### src/rtl/decoded_mux_pkg.sv
// Shared helpers for the decoded (one-hot steered) multiplexer.
//   way_lsb : bit offset of a way inside a flattened multi-way bus.
package decoded_mux_pkg;

  // Way 0 sits in the LSBs, so way idx starts at idx * width.
  function automatic int unsigned way_lsb(input int unsigned idx, input int unsigned width);
    return idx * width;
  endfunction

endpackage

### src/rtl/decoded_mux_onehot_checker.sv
// One-hot checker for a select/grant vector.
// Ports:
//   vec_i       : vector under test
//   is_onehot_o : exactly one bit of vec_i is set
//   is_zero_o   : no bit of vec_i is set
module decoded_mux_onehot_checker #(
  parameter int unsigned NUM_WAY = 8
) (
  input  logic [NUM_WAY-1:0] vec_i,
  output logic               is_onehot_o,
  output logic               is_zero_o
);

  logic seen;
  logic multi;

  // Linear scan: 'multi' latches once a set bit follows an earlier set bit.
  always_comb begin
    seen  = 1'b0;
    multi = 1'b0;
    for (int unsigned i = 0; i < NUM_WAY; i++) begin
      multi = multi | (seen & vec_i[i]);
      seen  = seen | vec_i[i];
    end
  end

  assign is_onehot_o = seen & ~multi;
  assign is_zero_o   = ~seen;

endmodule

### src/rtl/decoded_mux.sv
// N-way AND-OR multiplexer steered by an already-decoded one-hot select.
// Ports:
//   clk_in          : clock, only used when REGISTER_OUTPUT=1
//   reset_n_in      : async active-low reset, only used when REGISTER_OUTPUT=1
//   way_flatted_in  : NUM_WAY ways of SINGLE_WAY_WIDTH_IN_BITS each, way 0 in the LSBs
//   sel_in          : one-hot select, bit i picks way i
//   way_flatted_out : selected way (OR of all selected ways if multi-hot)
//   sel_err_out     : sel_in is zero or has more than one bit set
module decoded_mux
  import decoded_mux_pkg::*;
#(
  parameter int unsigned SINGLE_WAY_WIDTH_IN_BITS = 4,
  parameter int unsigned NUM_WAY                  = 8,
  parameter int unsigned REGISTER_OUTPUT          = 0
) (
  input  logic                                        clk_in,
  input  logic                                        reset_n_in,
  input  logic [SINGLE_WAY_WIDTH_IN_BITS*NUM_WAY-1:0] way_flatted_in,
  input  logic [NUM_WAY-1:0]                          sel_in,
  output logic [SINGLE_WAY_WIDTH_IN_BITS-1:0]         way_flatted_out,
  output logic                                        sel_err_out
);

  localparam int unsigned W = SINGLE_WAY_WIDTH_IN_BITS;

  logic [W-1:0] masked [NUM_WAY];
  logic [W-1:0] mux_d;
  logic         err_d;
  logic         sel_onehot;
  logic         unused_sel_zero;

  // Each way is gated by its own select bit; multi-hot ORs the ways together.
  for (genvar g = 0; g < NUM_WAY; g++) begin : g_way
    assign masked[g] = way_flatted_in[way_lsb(g, W) +: W] & {W{sel_in[g]}};
  end

  always_comb begin
    mux_d = '0;
    for (int unsigned i = 0; i < NUM_WAY; i++) begin
      mux_d = mux_d | masked[i];
    end
  end

  decoded_mux_onehot_checker #(
    .NUM_WAY(NUM_WAY)
  ) u_onehot_checker (
    .vec_i      (sel_in),
    .is_onehot_o(sel_onehot),
    .is_zero_o  (unused_sel_zero)
  );

  assign err_d = ~sel_onehot;

  if (REGISTER_OUTPUT != 0) begin : g_reg
    logic [W-1:0] mux_q;
    logic         err_q;

    always_ff @(posedge clk_in or negedge reset_n_in) begin
      if (!reset_n_in) begin
        mux_q <= '0;
        err_q <= 1'b0;
      end else begin
        mux_q <= mux_d;
        err_q <= err_d;
      end
    end

    assign way_flatted_out = mux_q;
    assign sel_err_out     = err_q;
  end else begin : g_comb
    // Clock and reset have no load in the combinational build.
    logic unused_clk_rst;
    assign unused_clk_rst  = clk_in ^ reset_n_in;
    assign way_flatted_out = mux_d;
    assign sel_err_out     = err_d;
  end

endmodule

### config.mk
export PLATFORM = sky130hd
export DESIGN_NAME = decoded_mux
export DESIGN_NICKNAME = d
export VERILOG_FILES = /design/src/rtl/decoded_mux_pkg.sv /design/src/rtl/decoded_mux_onehot_checker.sv /design/src/rtl/decoded_mux.sv
export SDC_FILE = /design/constraint.sdc
export NUM_CORES = 1
export LEC_CHECK = 0
export BUFFER_PORTS_ARGS = -buffer_cell sky130_fd_sc_hd__buf_2
export CAP_MARGIN = 5
export CORE_AREA = 2 2 39 41
export DETAILED_ROUTE_END_ITERATION = 8
export DIE_AREA = 0 0 41 43
export GPL_TIMING_DRIVEN = 0
export PLACE_DENSITY_LB_ADDON = 0.15
export SYNTH_ARGS = -nofsm -noshare
export SYNTH_HDL_FRONTEND = slang
export SYNTH_SLANG_ARGS = --single-unit
### constraint.sdc
create_clock -name vclk -period 2.43
set_input_delay 0.486 -clock vclk [all_inputs]
set_output_delay 0.486 -clock vclk [all_outputs]
set_load 0.03 [all_outputs]
# Word-level counts from Yosys, hierarchy flattened
# Cells that the tools add are included.
# Widths: inputs -> output; s select.
[totals]
regBits = 0
input_bits = 42
output_inout_bits = 5
wordCells = 38
[classes]
bitwise = 38
[ops]
columns = ["cell", "count"]
rows = [
  ["$and 4x4->4", 8],
  ["$or 4x4->4", 7],
  ["$or 1x1->1", 13],
  ["$and 1x1->1", 8],
  ["$not 1->1", 2],
]

# Depth between registers and ports, before layout
# Gate-level depths: netlist of the first run.
[logic_depth]
depth_word = 11
depth_mapped = 4

# Modules after synthesis
# A second synthesis of the first run with hierarchy kept.
[hier_totals]
hier_cells = 34
hier_area_um2 = 254.0
[by_module_without_submodules]
columns = ["mod", "instances", "cells_each", "area_per_inst_um2", "seq_area_each_um2"]
rows = [
  ["decoded_mux", 1, 21, 148.9, 0.0],
  ["decoded_mux_onehot_checker", 1, 13, 105.1, 0.0],
]

# Worst setup path after synthesis of the first run
# Ideal clock, no wire load.
[synth_path]
kind = "input to output"
from = "input sel_in[3]"
to = "output sel_err_out"
arrival_time_ns = 1.749
required_time_ns = 1.944
setup_slack_ns = 0.195
stages = 4
n_path_buf = 0
path_cell_list = "or4_1 nor3_1 nor4b_1 o22ai_1"
[synth_between]
elab_chain_cells = 9
elab_cells_between_ends = 18
cone_classes = "18 x bitwise"
[synth_lines]
columns = ["element", "line_no", "source"]
rows = [
  ["start: declaration", "decoded_mux.sv:19", "input logic [NUM_WAY-1:0] sel_in,"],
  ["$and 1x1->1 or $or 1x1->1 (tied branches)", "decoded_mux_onehot_checker.sv:22, decoded_mux_onehot_checker.sv:23", ""],
  ["$or 1x1->1 (tied with other cells) (3 in a row)", "decoded_mux_onehot_checker.sv:22", "multi = multi | (seen & vec_i[i]);"],
  ["$or 1x1->1 or $and 1x1->1 (tied branches)", "decoded_mux_onehot_checker.sv:22", ""],
  ["$or 1x1->1", "decoded_mux_onehot_checker.sv:22", ""],
  ["$not 1->1", "decoded_mux_onehot_checker.sv:27", "assign is_onehot_o = seen & ~multi;"],
  ["$and 1x1->1 (*)", "decoded_mux_onehot_checker.sv:27", ""],
  ["$not 1->1 (*)", "decoded_mux.sv:52", "assign err_d = ~sel_onehot;"],
  ["end: declaration", "decoded_mux.sv:21", "output logic sel_err_out"],
]
# Mark *: on every way between the ends. The rest lies on a longest branch, timed or not.

# Worst setup path after layout of the first run
# Same ends and word-level chain as after synthesis.

==> results of run 1 <==
==> synth_stat cells <==
| cell | count | area [um2] |
|---|---|---|
| a2111oi_0 | 1 | 8.76 |
| a21boi_1 | 1 | 7.51 |
| a22oi_1 | 16 | 120 |
| clkbuf_1 | 1 | 3.75 |
| maj3_1 | 1 | 10.0 |
| nand2b_1 | 2 | 12.5 |
| nand4_1 | 4 | 25.0 |
| nor3_1 | 2 | 10.0 |
| nor4b_1 | 1 | 8.76 |
| o21ai_1 | 1 | 5.00 |
| o22ai_1 | 1 | 6.26 |
| or4_1 | 1 | 7.51 |
==> metrics by stage <==
step                      setup slack [ps]  area, um2
after CTS                             93.4        465
after global routing                  15.0        490
after detailed placement               102        465
after global placement                92.5        465
after floorplan                        195        225
final                                  101        490
==> what timing repair did <==
item	4_1_cts	5_1_grt
buffers inserted	0	0
endpoints found under the hold margin	0	0
gates resized for setup	0	5
setup endpoints to repair	0	1
==> metal layers <==
metal / vias up / wire, um
li1: 239 / -
met1: 213 / 533
met2: 30 / 510
met3: 0 / 164
met4: 0 / 0
met5: - / 0
==> cells in the final DEF (no fill, tap or decap), drive strengths merged <==
master    n
nand2b    2
a21boi    1
a2111oi   1
buf      44
nor3      2
clkbuf    1
nor4b     1
o22ai     1
nand4     4
maj3      1
or4       1
o21ai     1
a22oi    16
==> cells by family (layout without fill, tap and decap cells) <==
kind of cell    count (synthesis)  after routing  synth area share [%]
simple gates                   10             10                  28.3
fa+ha+maj                       1              1                  4.44
buf+inv                         1             45                  1.67
compound gates                 20             20                  65.6
==> worst max path at each step <==
stage / from / end / slack (ps) / cells past startpoint
after floorplan: sel_in[3] / sel_err_out / 190 / 4
after global placement: sel_in[3] / sel_err_out / 90 / 6
after detailed placement: sel_in[3] / sel_err_out / 100 / 6
after CTS: sel_in[3] / sel_err_out / 90 / 6
after global routing: sel_in[3] / sel_err_out / 10 / 6
final: sel_in[3] / sel_err_out / 100 / 6
==> critical path: cells and delay by family <==
family                 cells  cell delay (ps)
AO/OA/AOI/OAI              2              250
buffers and inverters      2              350
AND/OR/NAND/NOR            2              750
==> layout make-up <==
class / count / area (um2) / area share (%)
well taps: 16 / 20.0 / 4.08
plain buffers: 1 / 3.75 / 0.765
repair buffers: 44 / 220 / 44.9
multi-input cells: 31 / 246 / 50.3
==> power groups by stage <==
| stage | clock [W] | sequential [W] | combinational, W |
|---|---|---|---|
| 4_1_cts | 0 | 0 | 0.0000783 |
| 2_1_floorplan | 0 | 0 | 0.0000310 |
| 3_5_place_dp | 0 | 0 | 0.0000781 |
| 3_3_place_gp | 0 | 0 | 0.0000780 |
| 6_report | 0 | 0 | 0.0000808 |
| 5_1_grt | 0 | 0 | 0.0000900 |
==> reports/results.tsv, run 1 <==
stage	metric	value	unit
outcome	status	finished clean	
layout	Area Overhead vs Synth	118	%
place	GP Congestion	0.720	
power_and_ir_drop	leak pwr	0.234	nW
layout	final net count	120	
route	Via-to-Cell Ratio	5.24	
worst_hold_path	Hold EP	way_flatted_out[1]	
power_and_ir_drop	PwrDens	165	nW/um2
logic_synthesis	register area share after synthesis	0	%
setup_path	crit path kind	in -> out	
route	post-route ant nets	0	
setup_path	Crit-path slowest cell	or4_4	
logic_synthesis	Synthesized Nets	74	
layout	final core occ	35.4	%
setup_path	Most Frequent Cell on Critical Path	buf_2	
sta	Setup TNS	0	ps
setup_path	Crit path arrival time	1840	ps
die	die width	41	um
die	Die Y	43	um
power_and_ir_drop	part of the power in registers	0	%
sta	Hold WS	1340	ps
setup_path	Req. time, crit path	1940	ps
grt	pin count of the biggest net entering global routing	9	
worst_hold_path	Worst Hold Class	in -> out	
die	I/O Pins	47	
sta	unrepaired setup endpoints after global routing	no	
route	First DRT Iteration DRCs	10	
grt	vias in the first global route	419	
flow_run	total of max-cap violations	0	
grt	initial antenna violation count	0	
grt	grt total ovfl	0	
sta	Final Hold Viols	0	
power_and_ir_drop	P_sw	0.0000408	W
sta	worst slew pin tran	505	ps
logic_synthesis	synthesized area per cell	7.04	um2
die	Starting Density	16.3	%
power_and_ir_drop	Combinational Power Share	100.0	%
sta	post-route clock period utilization	95.8	%
setup_path	worst-path cell chain	buf_2, or4_4, nor3_4, a21boi_2, o22ai_1, buf_2	
power_and_ir_drop	total power	0.0000808	W
route	drc violations	0	
layout	register area	0	um2
sta	Rel. slew slack	65.5	%
grt	grt met1 use	14.9	%
sta	Max Clock Freq	429	MHz
logic_synthesis	Synth cell types	12	
die	Placeable Area	1380	um2
setup_path	Worst path max stage delay	560	ps
place	hpwl dp	962	um
power_and_ir_drop	Int Power	0.0000401	W
setup_path	crit end category	primary output	
route	DR WL/cell	13.1	um
place	placed insts	92	
logic_synthesis	cells after synthesis	32	
clocking	CTS Hold Bufs	0	
layout	Seq cells	0	
worst_hold_path	WHS Path Cells	4	
logic_synthesis	Synth Cell Area	225	um2
route	Vias	482	
layout	share of cells above drive strength 1	63.2	%
layout	fin cells	92	
worst_hold_path	hold wc startpoint	way_flatted_in[13]	
route	drt first pass iters	4	
grt	met2 Track Usage GR	23.4	%
sta	Slew Limit Fails	0	
sta	final worst path period need	2330	ps
setup_path	Worst Path Max Fanout	7	
power_and_ir_drop	clock group share of total power	0	%
sta	# setup viols final	0	
logic_synthesis	Yosys Warn Count	0	
setup_path	Startpoint Class	input pin	
grt	GRT busiest layer	met2	
layout	n_diodes	0	
layout	clkbuf count	0	
route	drt total wl	1.21	mm
layout	Fillers	154	
power_and_ir_drop	worst vdd ir	0.0416	mV
power_and_ir_drop	Sw Ratio	50.4	%
grt	met3 GRT Util	0.524	%
die	die area	1760	um2
grt	first-pass GRT wire length	1.60	mm
place	port bufs	44	
grt	Total GRT Usage	12.3	%
die	cell row count	14	
Note: power is estimated with default switching activity, not from simulation.
==> run 2: changes to the inputs <==
clock period = 2.2 ns   (was 2.43 ns; I/O delays follow)
==> reports/results.tsv, run 2 (same netlist as run 1, synthesis figures left out) <==
stage	metric	value	unit
outcome	status	finished clean	
layout	Area Overhead vs Synth	148	%
layout	Fillers	153	
die	cell row count	14	
layout	Seq cells	0	
power_and_ir_drop	clock group share of total power	0	%
power_and_ir_drop	leak pwr	0.269	nW
clocking	CTS Hold Bufs	0	
grt	Total GRT Usage	13.2	%
place	GP Congestion	0.720	
route	drt total wl	1.27	mm
power_and_ir_drop	part of the power in registers	0	%
layout	area occupied by multi-input gates	259	um2
sta	Max Clock Freq	458	MHz
sta	# setup viols final	0	
worst_hold_path	Worst Hold Class	in -> out	
die	Starting Density	16.3	%
grt	pin count of the biggest net entering global routing	9	
place	hpwl dp	962	um
grt	vias in the first global route	444	
layout	clkbuf count	0	
layout	most frequent cells in the layout	buf_2, a22oi_1, buf_4	
sta	Rel. slew slack	65.4	%
layout	register area	0	um2
layout	fin cells	96	
die	Die Y	43	um
place	port bufs	44	
setup_path	Startpoint Class	input pin	
sta	Setup TNS	0	ps
die	die area	1760	um2
sta	post-route clock period utilization	99.3	%
setup_path	crit path kind	in -> out	
route	Via-to-Cell Ratio	5.22	
place	placed insts	92	
layout	n_diodes	0	
flow_run	total of max-cap violations	0	
die	I/O Pins	47	
setup_path	Worst Path Max Fanout	4	
sta	worst slew pin tran	506	ps
sta	unrepaired setup endpoints after global routing	yes	
route	post-route ant nets	0	
route	Vias	501	
die	Placeable Area	1380	um2
die	die width	41	um
power_and_ir_drop	Combinational Power Share	100.0	%
route	First DRT Iteration DRCs	6	
grt	initial antenna violation count	0	
layout	commonest non-fill, non-tap cell in the layout	buf_2	
sta	Slew Limit Fails	0	
sta	Final Hold Viols	0	
grt	first-pass GRT wire length	1.73	mm
power_and_ir_drop	Sw Ratio	46.5	%
power_and_ir_drop	worst vdd ir	0.0508	mV
grt	grt total ovfl	0	
setup_path	Req. time, crit path	1760	ps
power_and_ir_drop	Int Power	0.0000546	W
layout	share of cells above drive strength 1	66.3	%
power_and_ir_drop	PwrDens	183	nW/um2
sta	Hold WS	1250	ps
setup_path	crit end category	primary output	
route	drc violations	0	
power_and_ir_drop	P_sw	0.0000475	W
route	drt first pass iters	4	
setup_path	Crit path arrival time	1740	ps
sta	final worst path period need	2180	ps
layout	final net count	124	
route	DR WL/cell	13.3	um
-- run 2: cell types whose count changed in the layout (fill, tap and decap cells not counted), sizes merged --
| cell | delta |
|---|---|
| buf | +4 |
-- run 2: layout make-up --
| type | count | area share (%) |
|---|---|---|
| Tap cell | 16 | 3.58 |
| Multi-Input combinational cell | 31 | 46.3 |
| Buffer | 1 | 0.671 |
| Timing Repair Buffer | 48 | 49.4 |
-- run 2: power by group through the flow --
stage / clock [W] / combinational, W / sequential, W
floorplan: 0 / 0.0000342 / 0
global placement: 0 / 0.0000861 / 0
detailed placement: 0 / 0.0000862 / 0
CTS: 0 / 0.0000913 / 0
global route: 0 / 0.000113 / 0
finish: 0 / 0.000102 / 0
-- run 2: worst max-delay path: stages --
cell and delay (ps):
buf_12 100, or4_4 560, nor3_4 180, a21boi_2 190
o22ai_1 80, buf_4 190
-- run 2: worst paths after layout --
path	start	to	slack [ps]	depth (start not counted)
hold / removal	way_flatted_in[13]	way_flatted_out[1]	1250	4
setup / recovery	sel_in[4]	sel_err_out	20	6
-- run 2: routing by layer --
layer / share of wire [%] / track usage, % / vias up
li1: - / - / 246
met1: 41 / 16.2 / 223
met2: 46 / 24.1 / 32
met3: 13 / 0.524 / 0
met4: 0 / 2.00 / 0
met5: 0 / 0 / -
-- run 2: repair_timing --
item                                    in CTS  in global routing
resized for setup                            8                  9
buffers inserted                             0                  4
endpoints found under the setup margin       1                  1
endpoints found under the hold margin        0                  0
pin swaps                                    3                  4
cloned                                       0                  0
-- run 2: metrics by stage --
stage,instance area (um2),power (W),setup WS [ps],utilization (%)
after floorplan,225,0.0000342,56.8,-
after global placement,465,0.0000861,-45.5,33.6
after detailed placement,465,0.0000862,-35.6,33.6
after CTS,499,0.0000913,1.53,36.1
after global routing,559,0.000113,-55.5,40.4
final,559,0.000102,15.5,40.4
==> run 3: changes to the inputs <==
SYNTH_HIERARCHICAL = 1   (was unset)
==> reports/results.tsv, run 3 <==
stage	metric	value	unit
route	DR WL/cell	12.5	um
layout	post-route cell area	504	um2
route	Vias	497	
setup_path	Worst Path Max Fanout	6	
logic_synthesis	Yosys Warn Count	6	
outcome	status	finished, violations left	
outcome	failing checks	negative setup slack	
layout	Seq cells	0	
place	GP Congestion	0.600	
layout	final core occ	36.4	%
die	Starting Density	17.7	%
sta	Max Clock Freq	437	MHz
route	drt first pass iters	4	
route	post-route ant nets	0	
grt	met2 Track Usage GR	20.9	%
setup_path	delay-heaviest family, CP	simple AND/OR/NAND/NOR gates	
power_and_ir_drop	leak pwr	0.248	nW
place	hpwl dp	1.03	mm
layout	area occupied by multi-input gates	241	um2
die	Die Y	43	um
layout	commonest non-fill, non-tap cell in the layout	buf_2	
route	drt total wl	1.19	mm
die	die width	41	um
grt	pin count of the biggest net entering global routing	9	
layout	fin cells	95	
layout	n_diodes	0	
layout	clkbuf count	0	
layout	most frequent cells in the layout	buf_2, a22oi_1, nand4_1	
setup_path	crit end category	primary output	
setup_path	Worst Path Buf+Inv	3	
logic_synthesis	Synth Cell Area	245	um2
setup_path	Req. time, crit path	1760	ps
sta	post-route clock period utilization	104	%
layout	share of cells above drive strength 1	60.8	%
route	Via-to-Cell Ratio	5.23	
die	cell row count	14	
route	drc violations	0	
logic_synthesis	synthesized area per cell	7.43	um2
layout	Fillers	172	
setup_path	Crit path arrival time	1850	ps
layout	final net count	123	
grt	GRT busiest layer	met2	
grt	Total GRT Usage	12.3	%
sta	worst slew pin tran	209	ps
setup_path	Startpoint Class	input pin	
sta	Rel. slew slack	86.1	%
grt	met3 GRT Util	0.524	%
sta	Final Hold Viols	0	
sta	# setup viols final	1	
grt	first-pass GRT wire length	1.59	mm
logic_synthesis	Synthesized Nets	75	
power_and_ir_drop	PwrDens	180	nW/um2
die	Placeable Area	1380	um2
clocking	CTS Hold Bufs	0	
setup_path	Crit-path slowest cell	or4_4	
sta	Slew Limit Fails	0	
sta	Setup TNS	-87.6	ps
sta	unrepaired setup endpoints after global routing	yes	
route	First DRT Iteration DRCs	12	
power_and_ir_drop	total power	0.0000909	W
grt	vias in the first global route	385	
place	placed cell area	490	um2
setup_path	Worst path max stage delay	440	ps
grt	initial antenna violation count	0	
power_and_ir_drop	worst vdd ir	0.0603	mV
grt	grt met1 use	17.4	%
sta	Final WS setup	-87.6	ps
flow_run	total of max-cap violations	0	
die	I/O Pins	47	
layout	register area	0	um2
place	placed insts	94	
place	port bufs	45	
grt	grt total ovfl	0	
sta	final worst path period need	2290	ps
die	die area	1760	um2
setup_path	crit path kind	in -> out	
setup_path	worst-path cell chain	buf_2, or2_1, or4_4, and3_1, o31a_1, inv_1, buf_6	
layout	Area Overhead vs Synth	106	%
logic_synthesis	cells after synthesis	33	
worst_hold_path	Worst Hold Class	in -> out	
[run 3: worst paths after layout]
kind	from	to	slack [ps]	cells past startpoint
worst max-delay path	sel_in[2]	sel_err_out	-90	7
worst min-delay path	way_flatted_in[15]	way_flatted_out[3]	1260	4
[run 3: repair_timing]
action / CTS / global route
pin swaps: 1 / 0
hold endpoints to repair: 0 / 0
setup endpoints to repair: 1 / 1
setup buffers: 1 / 0
resized for setup: 2 / 0
[run 3: final cells by class]
class,instances,area share [%]
inverters,1,0.744
repair buffers,46,47.4
well taps,16,3.97
multi-input cells,32,47.9
[run 3: routing by layer]
| metal | up-vias | share of wire [%] |
|---|---|---|
| met3 | 0 | 16 |
| met2 | 34 | 43 |
| li1 | 247 | - |
| met5 | - | 0 |
| met1 | 216 | 40 |
| met4 | 0 | 0 |
[run 3: tightest hold or removal path: cells and delay by family]
| kind | cells | cell delay (ps) |
|---|---|---|
| AO/OA/AOI/OAI | 1 | 50 |
| buffers and inverters | 2 | 260 |
| AND/OR/NAND/NOR | 1 | 70 |
[run 3: power by group]
group          internal, W  switching (W)
clock network            0              0
registers                0              0
logic            0.0000464      0.0000444
total            0.0000464      0.0000444
[run 3: stage by stage]
step | hold slack (ps) | worst slack (ps)
after floorplan | 1170 | 81.6
after global placement | 1270 | -132
after detailed placement | 1270 | -131
after CTS | 1270 | -78.7
after global routing | 1290 | -135
final | 1260 | -87.6
